## config.mk

```make
export PLATFORM = sky130hd
export DESIGN_NAME = fea_step_sequencer
export DESIGN_NICKNAME = d
export VERILOG_FILES = /design/src/rtl/fea_step_sequencer.sv
export SDC_FILE = /design/constraint.sdc
export NUM_CORES = 1
export LEC_CHECK = 0
export ABC_AREA = 1
export CELL_PAD_IN_SITES_DETAIL_PLACEMENT = 1
export CELL_PAD_IN_SITES_GLOBAL_PLACEMENT = 2
export CORE_MARGIN = 2
export CORE_UTILIZATION = 24
export DETAILED_ROUTE_END_ITERATION = 10
export PLACE_DENSITY_LB_ADDON = 0.1
export SLEW_MARGIN = 20
export SYNTH_ARGS = -nofsm -noshare
export SYNTH_HDL_FRONTEND = slang
export SYNTH_SLANG_ARGS = --single-unit
```

## constraint.sdc

```tcl
create_clock -name clk -period 4.7 [get_ports clk]
set_input_delay 0.47 -clock clk [delete_from_list [all_inputs] [get_ports clk]]
set_output_delay 0.47 -clock clk [all_outputs]
set_load 0.005 [all_outputs]
```

## src/rtl/fea_step_sequencer.sv

```systemverilog
// Host-side controller for the FEA node array: streams node positions and initial
// values onto the shared set_val/command bus, then issues spaced STEP commands.
module fea_step_sequencer #(
    parameter int NUM_NODES = 8,
    parameter int SEL_W     = $clog2(NUM_NODES),
    parameter int STEP_W    = 16,
    parameter int SETTLE    = 2
) (
    input  logic                 clk,
    input  logic                 reset,
    input  logic                 start,
    input  logic [STEP_W-1:0]    num_steps,
    input  logic [31:0]          kval_in,
    input  logic [31:0]          dt_in,
    input  logic                 abort,
    input  logic                 init_valid,
    output logic                 init_ready,
    input  logic [31:0]          init_data,
    output logic [NUM_NODES-1:0] node_sel,
    output logic [2:0]           command,
    output logic [31:0]          set_val,
    output logic [31:0]          kval,
    output logic [31:0]          dt,
    output logic                 busy,
    output logic                 done,
    output logic [STEP_W-1:0]    steps_done
);

    typedef enum logic [2:0] {
        S_IDLE,
        S_LOAD_POS,
        S_LOAD_VAL,
        S_SETTLE_INIT,
        S_RUN,
        S_WAIT,
        S_DONE
    } state_t;

    localparam logic [2:0] CMD_WR_PROTECT = 3'd0;
    localparam logic [2:0] CMD_SET_NODE   = 3'd1;
    localparam logic [2:0] CMD_SET_POS    = 3'd2;
    localparam logic [2:0] CMD_STEP       = 3'd3;

    // A zero settle time still needs one WAIT cycle to do the step bookkeeping.
    localparam int             WAIT_CYCLES = (SETTLE == 0) ? 1 : SETTLE;
    localparam logic [3:0]     WAIT_LAST   = 4'(WAIT_CYCLES - 1);
    localparam logic [SEL_W-1:0] LAST_IDX  = SEL_W'(NUM_NODES - 1);

    state_t            state;
    logic [SEL_W-1:0]  idx;
    logic [3:0]        wait_cnt;
    logic [STEP_W-1:0] steps_target;
    logic [STEP_W-1:0] steps_next;
    logic              beat;

    assign init_ready = (state == S_LOAD_POS) || (state == S_LOAD_VAL);
    assign beat       = init_ready && init_valid;

    // NOTE: a single unconditional assignment keeps this purely combinational (no latch).
    // Saturating increment: steps_done can never pass the programmed count or wrap.
    always_comb begin
        steps_next = (steps_done == steps_target) ? steps_done : steps_done + 1'b1;
    end

    // NOTE: non-blocking assignments throughout, so every branch sees pre-edge values.
    always_ff @(posedge clk or posedge reset) begin
        if (reset) begin
            state        <= S_IDLE;
            idx          <= '0;
            wait_cnt     <= '0;
            steps_target <= '0;
            steps_done   <= '0;
            command      <= CMD_WR_PROTECT;
            node_sel     <= '0;
            set_val      <= '0;
            kval         <= '0;
            dt           <= '0;
            busy         <= 1'b0;
            done         <= 1'b0;
        end else begin
            command  <= CMD_WR_PROTECT;
            node_sel <= '0;
            done     <= 1'b0;

            if (abort && (state != S_IDLE)) begin
                state <= S_IDLE;
                busy  <= 1'b0;
            end else begin
                case (state)
                    S_IDLE: begin
                        if (start) begin
                            steps_target <= num_steps;
                            kval         <= kval_in;
                            dt           <= dt_in;
                            steps_done   <= '0;
                            idx          <= '0;
                            busy         <= 1'b1;
                            state        <= S_LOAD_POS;
                        end
                    end

                    S_LOAD_POS, S_LOAD_VAL: begin
                        if (beat) begin
                            command  <= (state == S_LOAD_POS) ? CMD_SET_POS : CMD_SET_NODE;
                            set_val  <= init_data;
                            node_sel <= NUM_NODES'(1) << idx;
                            if (idx == LAST_IDX) begin
                                idx   <= '0;
                                state <= (state == S_LOAD_POS) ? S_LOAD_VAL : S_SETTLE_INIT;
                            end else begin
                                idx <= idx + 1'b1;
                            end
                        end
                    end

                    S_SETTLE_INIT: begin
                        if (steps_target != '0) begin
                            state <= S_RUN;
                        end else begin
                            done  <= 1'b1;
                            state <= S_DONE;
                        end
                    end

                    S_RUN: begin
                        command  <= CMD_STEP;
                        node_sel <= '1;
                        wait_cnt <= '0;
                        state    <= S_WAIT;
                    end

                    S_WAIT: begin
                        if (wait_cnt == WAIT_LAST) begin
                            steps_done <= steps_next;
                            if (steps_next == steps_target) begin
                                done  <= 1'b1;
                                state <= S_DONE;
                            end else begin
                                state <= S_RUN;
                            end
                        end else begin
                            wait_cnt <= wait_cnt + 1'b1;
                        end
                    end

                    S_DONE: begin
                        busy  <= 1'b0;
                        state <= S_IDLE;
                    end

                    default: begin
                        busy  <= 1'b0;
                        state <= S_IDLE;
                    end
                endcase
            end
        end
    end

endmodule

```

* Word-level counts from Yosys, hierarchy flattened
Cells that the tools add are included.
** Operators by class
- Multipliers :: 0
- Bitwise gates (word level) :: 1
- $add $sub $neg :: 3
- Mux-type cells :: 34
- Order comparisons :: 0
- Divide/modulo/power cells :: 0
- Reductions and logical operators :: 18
- Shift-type cells :: 1
- Equal/unequal tests :: 18
** Operators by type and width (count)
- $mux 16 :: 3
- $eq 16x16->1 :: 2
- $pmux 16 s2 :: 1
- $mux 3 :: 8
- $add 16x1->16 const B :: 1
- $mux 8 :: 2
- $pmux 8 s2 :: 1
- $reduce_bool 16->1 :: 1
- $pmux 3 s5 :: 1
- $ne 3x3->1 const B :: 4
- $reduce_and 4->1 :: 3
- $mux 2 :: 5
- $eq 3x3->1 const B :: 3
- $reduce_and 3->1 :: 3
- $ne 2x2->1 const B :: 4
- $pmux 4 s2 :: 1
- $shl 1x3->8 const A :: 1
- $mux 1 :: 7
- $eq 3x2->1 const B :: 2
- $pmux 3 s2 :: 1
- $reduce_bool 2->1 :: 3
- $reduce_or 5->1 :: 1
- $add 4x1->4 const B :: 1
- $eq 4x1->1 const B :: 1
- other kinds (13) :: 15
** Storage, ports and cells
- Memory bits (read-only) :: 0
- Output and inout bits :: 126
- Bits in latches :: 0
- Input bits :: 117
- Memories kept :: 0
- Bits in registers :: 151
- Memory bits (writable) :: 0

* Depth between registers and ports, before layout
Gate-level depths: netlist (run 1).
- Depth after elaboration :: 7
- Depth in mapped cells :: 19
- Mapped depth without buffers :: 18

* Worst setup path after synthesis (run 1)
Ideal clock, no wire load.
- Kind :: reg-to-reg
- Start point :: reg steps_done[1]
- End point :: reg state[1]
- Period minus slack after synthesis :: 1.889 ns
- Setup time :: 0.065 ns
- Cell stages (with the launch flop) :: 17
- Required time :: 4.635 ns
- Arrival time :: 1.824 ns
- Slack :: 2.811 ns
- Cell sequence :: dfrtp_1 > ha_1 > nand3_1 > nor2_1 > nand3_1 > xor2_1 > nand2_2 > nand2_1 > nand2_1 > nand2_1 > nor2_1 > nand2_1 > nor2_1 > nand3_1 > nand2_1 > nand2_1 > nand2_1
** Between the ends
- Cells in the longest elaborated chain, start to end :: 7
- Elaborated cells on any way between the ends :: 8
- Those cells by class :: add/sub: 1; eq/ne: 2; mux: 5
** Ends and longest elaborated chain
- from (decl) :: line 26 : output logic [STEP_W-1:0] steps_done
- from (signal assigned) :: line 134 : steps_done <= steps_next;
- $add 16x1->16 / $eq 16x16->1 (equally long branches) :: line 62 : steps_next = (steps_done == steps_target) ? steps_done : steps_done + 1'b1;
- $mux 16 (*) :: line 62
- $eq 16x16->1 (*) :: line 135 : if (steps_next == steps_target) begin
- $mux 2 (*) :: line 135
- $mux 3 (*) :: line 133 : if (wait_cnt == WAIT_LAST) begin
- $pmux 3 s5 (*) :: line 89 : case (state)
- $mux 3 (*) :: line 85 : if (abort && (state != S_IDLE)) begin
- to (signal assigned) :: line 109 : state <= (state == S_LOAD_POS) ? S_LOAD_VAL : S_SETTLE_INIT;
- to (decl) :: line 49 : state_t state;
Every way passes the cells marked *; elsewhere a longest branch is shown, timed or not. The select of a mux whose other input is x is not followed.
A chain may end at the register's enable or synchronous reset.

* Worst setup path in the final report (run 1)
- Start point :: reg steps_done[5]
- End point :: reg state[1]
Same word-level chain as after synthesis.

==> results of run 1 <==
==> cell type report <==
cell class / count / area share (%)
sequential: 150 / 35.86
clock buffer: 17 / 4.064
multi-input combinational: 471 / 27.85
clock inverter: 14 / 1.578
inverter: 66 / 2.415
tap: 384 / 4.590
timing repair buffer: 249 / 23.62
antenna: 1 / 0.02391
==> worst max-delay path by stage <==
stage	slack [ns]	to
global placement	1.61	state[1]
floorplan	0.19	busy
CTS	1.45	state[1]
global route	1.11	state[1]
finish	1.59	state[1]
detailed placement	1.48	state[1]
==> flip-flops by register name, indices dropped and copies added, names as in the netlist <==
signal / flops
set_val: 32
done: 1
kval: 32
steps_target: 16
steps_done: 16
idx: 3
node_sel: 8
busy: 1
dt: 32
wait_cnt: 4
command: 2
state: 3
==> layer usage <==
metal | global-route usage (%) | wire [um]
met1 | 19.78 | 10460
met2 | 24.85 | 10720
met5 | 0 | 13
met3 | 5.962 | 1814
met4 | 3.646 | 190
==> where the power goes <==
part / total (mW) / leakage [nW] / switching (mW) / internal, mW
sequential: 2.16 / 1.82 / 0.319 / 1.84
combinational: 2.54 / 2.42 / 1.04 / 1.49
clock: 1.43 / 0.283 / 0.628 / 0.799
==> cells in the mapped netlist (all sizes together) (2+ instances only) <==
master / n / share of area (%)
nor3: 7 / 0.57
a21oi: 23 / 1.7
o22ai: 16 / 1.4
clkbuf: 5 / 0.27
ha: 9 / 1.6
nor2: 57 / 3.3
nand2: 155 / 8.4
nor3b: 2 / 0.21
o21ai: 15 / 1.1
xor2: 17 / 2.1
nor4: 2 / 0.18
nand3: 58 / 4.1
mux2: 96 / 15
nand4: 7 / 0.62
o31ai: 2 / 0.21
inv: 66 / 3.5
buf: 18 / 1.4
dfrtp: 150 / 53
==> layout by cell type (no fill, tap or decap), types with 4 or more instances in the layout <==
master,instances
a21oi_1,22
buf_4,8
clkbuf_16,17
clkdlybuf4s50_1,241
dfrtp_1,150
ha_1,9
inv_1,50
inv_2,15
inv_6,6
mux2_2,96
nand2_1,150
nand2_2,4
nand3_1,58
nand4_1,7
nor2_1,55
nor3_1,6
o21ai_0,14
o22ai_1,16
xor2_1,17
==> critical path, stage by stage (launching register included) <==
cell and delay (ns):
dfrtp_1 0.49, inv_2 0.09, nand2_1 0.07, nand2_1 0.05
nor2_1 0.08, nand2_1 0.10, nor2_4 0.54, nand2_2 0.54
nand2_1 0.21, nand2_1 0.09, nand2_1 0.06, nand2_1 0.05
nor2_1 0.11, nand2_1 0.09, nor2_1 0.17, nand3_1 0.09
nand2_1 0.07, nand2_1 0.04, nand2_1 0.06
==> stage by stage <==
step                setup slack, ns  instances
floorplan                    0.1936        710
global placement              1.611       1320
detailed placement            1.483       1320
CTS                           1.446       1351
global route                  1.113       1351
finish                        1.594       1352
==> logic make-up (layout without fill, tap and decap cells) <==
logic type,after synthesis,after routing
AO/OA/AOI/OAI,59,59
XOR/XNOR,17,17
adder cells (fa/ha/maj),9,9
buffers and inverters,89,346
flip-flops,150,150
multiplexers,96,96
other,1,2
AND/OR/NAND/NOR,289,289
==> metrics.md, run 1 <==
| Metric | Value |
|---|---|
| Status | `completed` |
| DR vias | `5898` |
| Synth Area in XOR/XNOR | `2.120%` |
| Total track usage | `15.52%` |
| Total power | `6.123 mW` |
| Routed Antenna Nets | `0` |
| FF-to-FF setup slack | `1.59 ns` |
| Worst Tran Pin Value | `0.8321 ns` |
| Synth cell types | `32` |
| Die area | `30650 um^2` |
| Synth Cell Area | `7023 um^2` |
| P per Cell Area | `584.9 nW/um^2` |
| Seq/Total Area, Yosys | `53.45%` |
| Worst setup path category | `flop to flop` |
| Std cell rows | `62` |
| Final min period | `3.106 ns` |
| Post-Syn Nets | `836` |
| Initial Util | `24.40%` |
| Drt drc | `0` |
| WL final | `23200 um` |
| Dpl hpwl | `16880 um` |
| Largest net degree at the start of global routing | `85` |
| Tightest Hold Check Type | `flop to flop` |
| Area growth syn-to-layout | `49.05%` |
| Area of the multi-input gates | `2915 um^2` |
| Worst vdd ir | `0.1984 mV` |
| Crit path required time | `5.05 ns` |
| Hold endpoint | `kval[20]` |
| Hold Path Stages | `1` |
| Post-synth ARST share | `100.0%` |
| Setup crit start | `steps_done[5]` |
| Top Ports | `243` |
| DIE WIDTH | `175.1 um` |
| Cells after Synth | `710` |
| Port Buf Inserts | `241` |
| Syn_area_per_cell | `9.892 um^2` |
| Slew headroom | `44.53%` |
| Max-Cap Viols | `0` |
| Compound-cell area share of the yosys netlist | `4.739%` |
| Clock Pin Slew Worst Setup and Hold Paths | `0.07 ns` |
| CP Launch Type | `flop` |
| RePlAce Congestion | `0.7358` |
| Layout cells sized above 1 | `16.65%` |
| Post-synth EDFFs | `0` |
| Root Buffer | `clkbuf_16` |
| Setup TNS | `0 ns` |
| Max-slew violation count | `0` |
| Crit path arrival time | `3.46 ns` |
| Overflow after GRT | `0` |
| Fillcell total | `3223` |
| Register bit total from synthesis | `150` |
| Synth Area in Simple Gates | `17.50%` |
| Dpl cell area | `9874 um^2` |
| Cts hold-fix bufs | `0` |
| Later-pin clock latency in the skew report | `0.42 ns` |
| Largest family of logic cells by synthesized area | `simple AND/OR/NAND/NOR gates` |
| Clk_skew | `0.01633 ns` |
| Critical Path End Type | `flop` |
| Max Root-Sink Buffers | `2` |
| Min-delay src | `kval[20]` |
| CP Max Fanout | `25` |
| Register area | `3754 um^2` |
| H-tree levels | `4` |
| Final setup fails | `0` |
| Core area | `28780 um^2` |
| Final number of hold-violating endpoints | `0` |
| Post-CTS Repair Setup Buffers | `0` |
| Worst reg2reg endpoint | `state[1]` |
| Initial antenna violation count | `2` |
| Leakage | `4.526 nW` |
| Clk sink count | `150` |
| Ys Warns | `0` |
| Final net count | `1081` |
| Routed vias/inst | `4.362` |
| Resize count post-CTS | `0` |
| Dominant synthesized flop cell | `dfrtp_1` |
| Unrepaired setup endpoints after global routing | `false` |
| FF-to-FF Start | `steps_done[5]` |
| Hold Slack | `0.5033 ns` |
| Iteration-0 DRC Markers | `246` |
| DRT Pass-1 Iters | `4` |
| Mux cell area share after synthesis | `15.39%` |
| Number of global-route vias before repair | `6441` |
| Cells on worst reg2reg path | `18` |
| First-pass GRT wire length | `37200 um` |
| Clock tree from TritonCTS | `built` |
| Fmax | `322.0 MHz` |
| Wire per inst | `17.16 um` |
| Adder-cell area share of the yosys netlist | `1.603%` |
| CTS Buf Count | `17` |
| Die Ht | `175.1 um` |
| Fin util | `36.37%` |
| Finished Cell Area | `10470 um^2` |
| Period utilization | `66.08%` |
(Power assumes the default switching activity.)
==> run 2: changes to the inputs <==
- clock period: 4.7 -> 2.85 ns (I/O delays scaled with it)
==> metrics.md, run 2 (same netlist as run 1, synthesis figures left out) <==
| Metric | Value |
|---|---|
| Status | `completed (unchanged)` |
| Die area | `30650 um^2 (unchanged)` |
| CP Max Fanout | `6 (was 25)` |
| Worst reg2reg endpoint | `state[1] (unchanged)` |
| FF-to-FF Start | `steps_done[1] (was steps_done[5])` |
| Cts hold-fix bufs | `0 (unchanged)` |
| DIE WIDTH | `175.1 um (unchanged)` |
| Met1 WL | `9874 um (was 10460 um)` |
| Core area | `28780 um^2 (unchanged)` |
| Die Ht | `175.1 um (unchanged)` |
| Max Used Layer | `met4 (was met5)` |
| Final min period | `2.492 ns (was 3.106 ns)` |
| Max Root-Sink Buffers | `2 (unchanged)` |
| Unrepaired setup endpoints after global routing | `false (unchanged)` |
| Most frequent cells in the layout | `clkdlybuf4s50_1, nand2_1, dfrtp_1 (unchanged)` |
| Largest registers | `dt x32, kval x32, set_val x32 (unchanged)` |
| DRT Pass-1 Iters | `4 (unchanged)` |
| Worst Tran Pin Value | `0.6966 ns (was 0.8321 ns)` |
| Overflow after GRT | `0 (unchanged)` |
| Worst setup path category | `flop to flop (unchanged)` |
| CTS Buf Count | `17 (unchanged)` |
| Cells on worst reg2reg path | `16 (was 18)` |
| Area growth syn-to-layout | `50.40% (was 49.05%)` |
| CP Launch Type | `flop (unchanged)` |
| Max-slew violation count | `0 (unchanged)` |
| Wire per inst | `17.02 um (was 17.16 um)` |
| Antenna Cells | `0 (was 1)` |
| Root Buffer | `clkbuf_16 (unchanged)` |
| Clk_skew | `0.009797 ns (was 0.01633 ns)` |
| Crit path arrival time | `2.87 ns (was 3.46 ns)` |
| Worst vdd ir | `0.4501 mV (was 0.1984 mV)` |
| Register area | `3754 um^2 (unchanged)` |
| Later-pin clock latency in the skew report | `0.43 ns (was 0.42 ns)` |
| Max-Cap Viols | `0 (unchanged)` |
| First-pass GRT wire length | `36670 um (was 37200 um)` |
| Std cell rows | `62 (unchanged)` |
| Post-CTS Repair Setup Buffers | `0 (unchanged)` |
| Port Buf Inserts | `241 (unchanged)` |
| Period utilization | `87.42% (was 66.08%)` |
| Routed vias/inst | `4.354 (was 4.362)` |
| Initial Util | `24.40% (unchanged)` |
| Fmax | `401.4 MHz (was 322.0 MHz)` |
| Clock Pin Slew Worst Setup and Hold Paths | `0.07 ns (about the same)` |
| Setup TNS | `0 ns (unchanged)` |
| Largest net degree at the start of global routing | `69 (was 85)` |
| Number of global-route vias before repair | `6445 (was 6441)` |
| Iteration-0 DRC Markers | `210 (was 246)` |
| Top Ports | `243 (unchanged)` |
| Fillcell total | `3235 (was 3223)` |
| Final net count | `1086 (was 1081)` |
| DR vias | `5908 (was 5898)` |
| Dpl hpwl | `17060 um (was 16880 um)` |
| Hold Slack | `0.3239 ns (was 0.5033 ns)` |
| Resize count post-CTS | `0 (unchanged)` |
| RePlAce Congestion | `0.7333 (was 0.7358)` |
| Slew headroom | `53.13% (was 44.53%)` |
| FF-to-FF setup slack | `0.36 ns (was 1.59 ns)` |
| H-tree levels | `4 (unchanged)` |
| Crit path required time | `3.22 ns (was 5.05 ns)` |
| Area of the multi-input gates | `2915 um^2 (unchanged)` |
| Critical Path End Type | `flop (unchanged)` |
| Drt drc | `0 (unchanged)` |
| Routed Antenna Nets | `0 (unchanged)` |
| Leakage | `4.579 nW (was 4.526 nW)` |
| Clock tree from TritonCTS | `built (unchanged)` |
| Final setup fails | `0 (unchanged)` |
| Initial antenna violation count | `0 (was 2)` |
| Met3 routed WL | `2100 um (was 1814 um)` |
| Clk sink count | `150 (unchanged)` |
| Tightest Hold Check Type | `primary input to async pin (was flop to flop)` |
| Commonest non-fill, non-tap cell in the layout | `clkdlybuf4s50_1 (unchanged)` |
| Final number of hold-violating endpoints | `0 (unchanged)` |
| Layout cells sized above 1 | `17.06% (was 16.65%)` |
| WL final | `23100 um (was 23200 um)` |
| Total track usage | `15.59% (was 15.52%)` |
| Routed met2 length | `10850 um (was 10720 um)` |
| P per Cell Area | `956.9 nW/um^2 (was 584.9 nW/um^2)` |
[run 2: routing by layer]
metal	vias to the layer above	track usage (%)
li1	2834	-
met1	2917	18.72
met2	144	25.00
met3	13	7.528
met4	0	4.028
met5	-	0
[run 2: layout make-up]
| type | count | area share [%] |
|---|---|---|
| multi-input combinational | 471 | 27.60 |
| tap | 384 | 4.549 |
| timing repair buffer | 254 | 24.35 |
| clock buffer | 19 | 4.193 |
| clock inverter | 13 | 1.386 |
| sequential | 150 | 35.54 |
| inverter | 66 | 2.381 |
[run 2: worst max-delay path by stage]
stage	startpoint	end	slack, ns	depth (start not counted)
2_1_floorplan	reset	busy	0.68	1
3_3_place_gp	steps_done[1]	state[1]	0.27	16
3_5_place_dp	steps_done[1]	state[1]	0.28	16
4_1_cts	steps_done[1]	state[1]	0.27	16
5_1_grt	steps_done[1]	state[1]	0.06	16
6_report	steps_done[1]	state[1]	0.36	16
[run 2: power by group]
part,leakage [nW],internal [mW],switching (mW)
Sequential,1.82,3.04,0.543
Clock,0.290,1.33,0.972
Combinational,2.47,2.50,1.73
Total,4.58,6.86,3.24
[run 2: worst max-delay path, cell delays in order, from the launching register on]
cell     delay (ns)
dfrtp_1        0.47
ha_1           0.24
nand3_1        0.21
nor2_1         0.29
nand3_1        0.15
xor2_1         0.18
nand2_2        0.08
nand2_1        0.07
nand2_1        0.06
nand2_1        0.06
nor2_1         0.09
nand2_1        0.10
nor2_1         0.17
nand3_1        0.09
nand2_1        0.07
nand2_1        0.04
nand2_1        0.06
[run 2: stage by stage]
stage | instance area, um^2 | setup WS, ns | power [mW] | std cells | utilization [%]
6_report | 10560 | 0.3584 | 10.11 | 1357 | 36.70
5_1_grt | 10560 | 0.05545 | 10.85 | 1357 | 36.70
4_1_cts | 10560 | 0.2673 | 10.33 | 1357 | 36.70
3_5_place_dp | 9973 | 0.2769 | 7.914 | 1325 | 34.65
3_3_place_gp | 9973 | 0.2728 | 7.909 | 1325 | 34.65
2_1_floorplan | 7027 | 0.6760 | 5.469 | 710 | -
==> run 3: changes to the inputs <==
- CORE_UTILIZATION: 24 -> 27
- clock period: 2.85 -> 2.7 ns (I/O delays scaled with it)
==> metrics.md, run 3 (same netlist as run 1, synthesis figures left out) <==
| Metric | Value |
|---|---|
| Area growth syn-to-layout | `50.01% (was 50.40%)` |
| Iteration-0 DRC Markers | `205 (was 210)` |
| Most frequent cells in the layout | `clkdlybuf4s50_1, nand2_1, dfrtp_1 (unchanged)` |
| Antenna Cells | `0 (unchanged)` |
| Final net count | `1091 (was 1086)` |
| Slew headroom | `52.39% (was 53.13%)` |
| DRT Pass-1 Iters | `4 (unchanged)` |
| Final setup fails | `0 (unchanged)` |
| DR vias | `5953 (was 5908)` |
| Placed Instances | `1281 (was 1325)` |
| Status | `completed (unchanged)` |
| Critical Path End Type | `flop (unchanged)` |
| Largest net degree at the start of global routing | `98 (was 69)` |
| CTS Buf Count | `17 (unchanged)` |
| Initial antenna violation count | `0 (unchanged)` |
| Post-CTS Repair Setup Buffers | `0 (unchanged)` |
| Top Ports | `243 (unchanged)` |
| Largest registers | `dt x32, kval x32, set_val x32 (unchanged)` |
| Setup TNS | `0 ns (unchanged)` |
| FF-to-FF setup slack | `0.35 ns (was 0.36 ns)` |
| Clock Pin Slew Worst Setup and Hold Paths | `0.07 ns (about the same)` |
| Fillcell total | `2896 (was 3235)` |
| Drt drc | `0 (unchanged)` |
| RePlAce Congestion | `0.7370 (was 0.7333)` |
| Unrepaired setup endpoints after global routing | `false (unchanged)` |
| Dpl hpwl | `16320 um (was 17060 um)` |
| Tightest Hold Check Type | `primary input to async pin (unchanged)` |
| Critical-path cell list | `inv_2 -> nand2_1 -> nand2_1 -> nor2_1 -> nand2_1 -> nor2_4 -> buf_4 -> nand3_1 -> nand3_1 -> nand2_1 -> nor2_1 -> nand2_1 -> nor2_1 -> nand3_1 -> nand2_1 -> nand2_1 -> nand2_1 (was ha_1 -> nand3_1 -> nor2_1 -> nand3_1 -> xor2_1 -> nand2_2 -> nand2_1 -> nand2_1 -> nand2_1 -> nor2_1 -> nand2_1 -> nor2_1 -> nand3_1 -> nand2_1 -> nand2_1 -> nand2_1)` |
| DIE WIDTH | `165.3 um (was 175.1 um)` |
| Total track usage | `16.88% (was 15.59%)` |
| Clk_skew | `0.01209 ns (was 0.009797 ns)` |
| Root Buffer | `clkbuf_16 (unchanged)` |
| Critical path's slowest cell | `dfrtp_1 (unchanged)` |
| Crit path arrival time | `2.71 ns (was 2.87 ns)` |
| Register area | `3754 um^2 (unchanged)` |
| Routed vias/inst | `4.534 (was 4.354)` |
| Worst vdd ir | `0.5461 mV (was 0.4501 mV)` |
| Cts hold-fix bufs | `0 (unchanged)` |
| Die area | `27320 um^2 (was 30650 um^2)` |
| Later-pin clock latency in the skew report | `0.43 ns (about the same)` |
| Worst Tran Pin Value | `0.7077 ns (was 0.6966 ns)` |
| Period utilization | `87.20% (was 87.42%)` |
| Initial Util | `27.26% (was 24.40%)` |
| Area of the multi-input gates | `2925 um^2 (was 2915 um^2)` |
| Wire per inst | `16.96 um (was 17.02 um)` |
| Slowest stage delay, CP | `0.43 ns (was 0.47 ns)` |
| Most used cell, CP | `nand2_1 (unchanged)` |
| CP Max Fanout | `10 (was 6)` |
| Max-slew violation count | `0 (unchanged)` |
| Overflow after GRT | `0 (unchanged)` |
| Core area | `25760 um^2 (was 28780 um^2)` |
| CP Launch Type | `flop (unchanged)` |
| Worst setup path category | `flop to flop (unchanged)` |
| Crit path required time | `3.06 ns (was 3.22 ns)` |
| Commonest non-fill, non-tap cell in the layout | `clkdlybuf4s50_1 (unchanged)` |
| Die Ht | `165.3 um (was 175.1 um)` |
| First-pass GRT wire length | `35060 um (was 36670 um)` |
| Fmax | `424.7 MHz (was 401.4 MHz)` |
| Max Root-Sink Buffers | `2 (unchanged)` |
| Number of global-route vias before repair | `6319 (was 6445)` |
| WL final | `22270 um (was 23100 um)` |
| Clock tree from TritonCTS | `built (unchanged)` |
| Routed Antenna Nets | `0 (unchanged)` |
| Final min period | `2.354 ns (was 2.492 ns)` |
| Final number of hold-violating endpoints | `0 (unchanged)` |
| Std cell rows | `59 (was 62)` |
| H-tree levels | `4 (unchanged)` |
| Port Buf Inserts | `241 (unchanged)` |
| Resize count post-CTS | `0 (unchanged)` |
| Max-Cap Viols | `0 (unchanged)` |
| Non-Filler Instances | `1313 (was 1357)` |
| Layout cells sized above 1 | `17.69% (was 17.06%)` |
| P per Cell Area | `1012 nW/um^2 (was 956.9 nW/um^2)` |
| Leakage | `4.604 nW (was 4.579 nW)` |
| Clk sink count | `150 (unchanged)` |
[run 3: cell count changes in the layout (fill, tap and decap cells not counted), sizes merged]
| cell | delta |
|---|---|
| clkinvlp | +1 |
| clkinv | -4 |
| bufinv | -1 |
| clkbuf | -1 |
| buf | +5 |
| inv | +5 |
[run 3: path summary, 6_finish.rpt]
check	startpoint	endpoint	cells past startpoint
max	steps_done[0]	state[1]	17
min	reset	command[0]	2
max reg2reg	steps_done[0]	state[1]	17
min reg2reg	kval[8]	kval[8]	1
max in group asynchronous	reset	steps_target[13]	3
min in group clk	num_steps[10]	steps_target[10]	3
[run 3: metrics by stage]
| step | instance area (um^2) | power (mW) | worst slack [ns] | util (%) | hold slack (ns) |
|---|---|---|---|---|---|
| floorplan | 7027 | 5.773 | 0.5410 | - | 0.4076 |
| global placement | 9937 | 8.309 | 0.2177 | 38.57 | 0.4866 |
| detailed placement | 9937 | 8.325 | 0.1878 | 38.57 | 0.4926 |
| CTS | 10530 | 10.88 | 0.1726 | 40.85 | 0.05686 |
| global route | 10540 | 11.44 | 0.01814 | 40.89 | 0.08092 |
| finish | 10540 | 10.66 | 0.3456 | 40.89 | 0.08212 |
[run 3: layout make-up]
type	count	area share [%]
Sequential cell	150	35.63
Multi-Input combinational cell	471	27.77
Tap cell	335	3.979
Timing Repair Buffer	259	24.66
Clock inverter	14	1.508
Inverter	66	2.387
Clock buffer	18	4.074
[run 3: power by group]
group          internal (mW)  total [mW]  switching [mW]  leakage [nW]
clock                   1.32        2.44            1.12         0.283
sequential              3.20        3.76           0.552          1.82
combinational           2.65        4.47            1.82          2.50
[run 3: critical path: cells and delay by family, from the launching register on]
kind	cells	cell delay [ns]
buffers and inverters	2	0.30
and+or+nand+nor	15	1.55
DFF	1	0.43
[run 3: layer usage]
metal	vias up	GRT usage (%)	wire length, um
li1	2853	-	-
met1	2948	19.96	9337
met3	14	7.168	1774
met5	-	0	0
met4	0	4.466	247
met2	138	28.18	10910
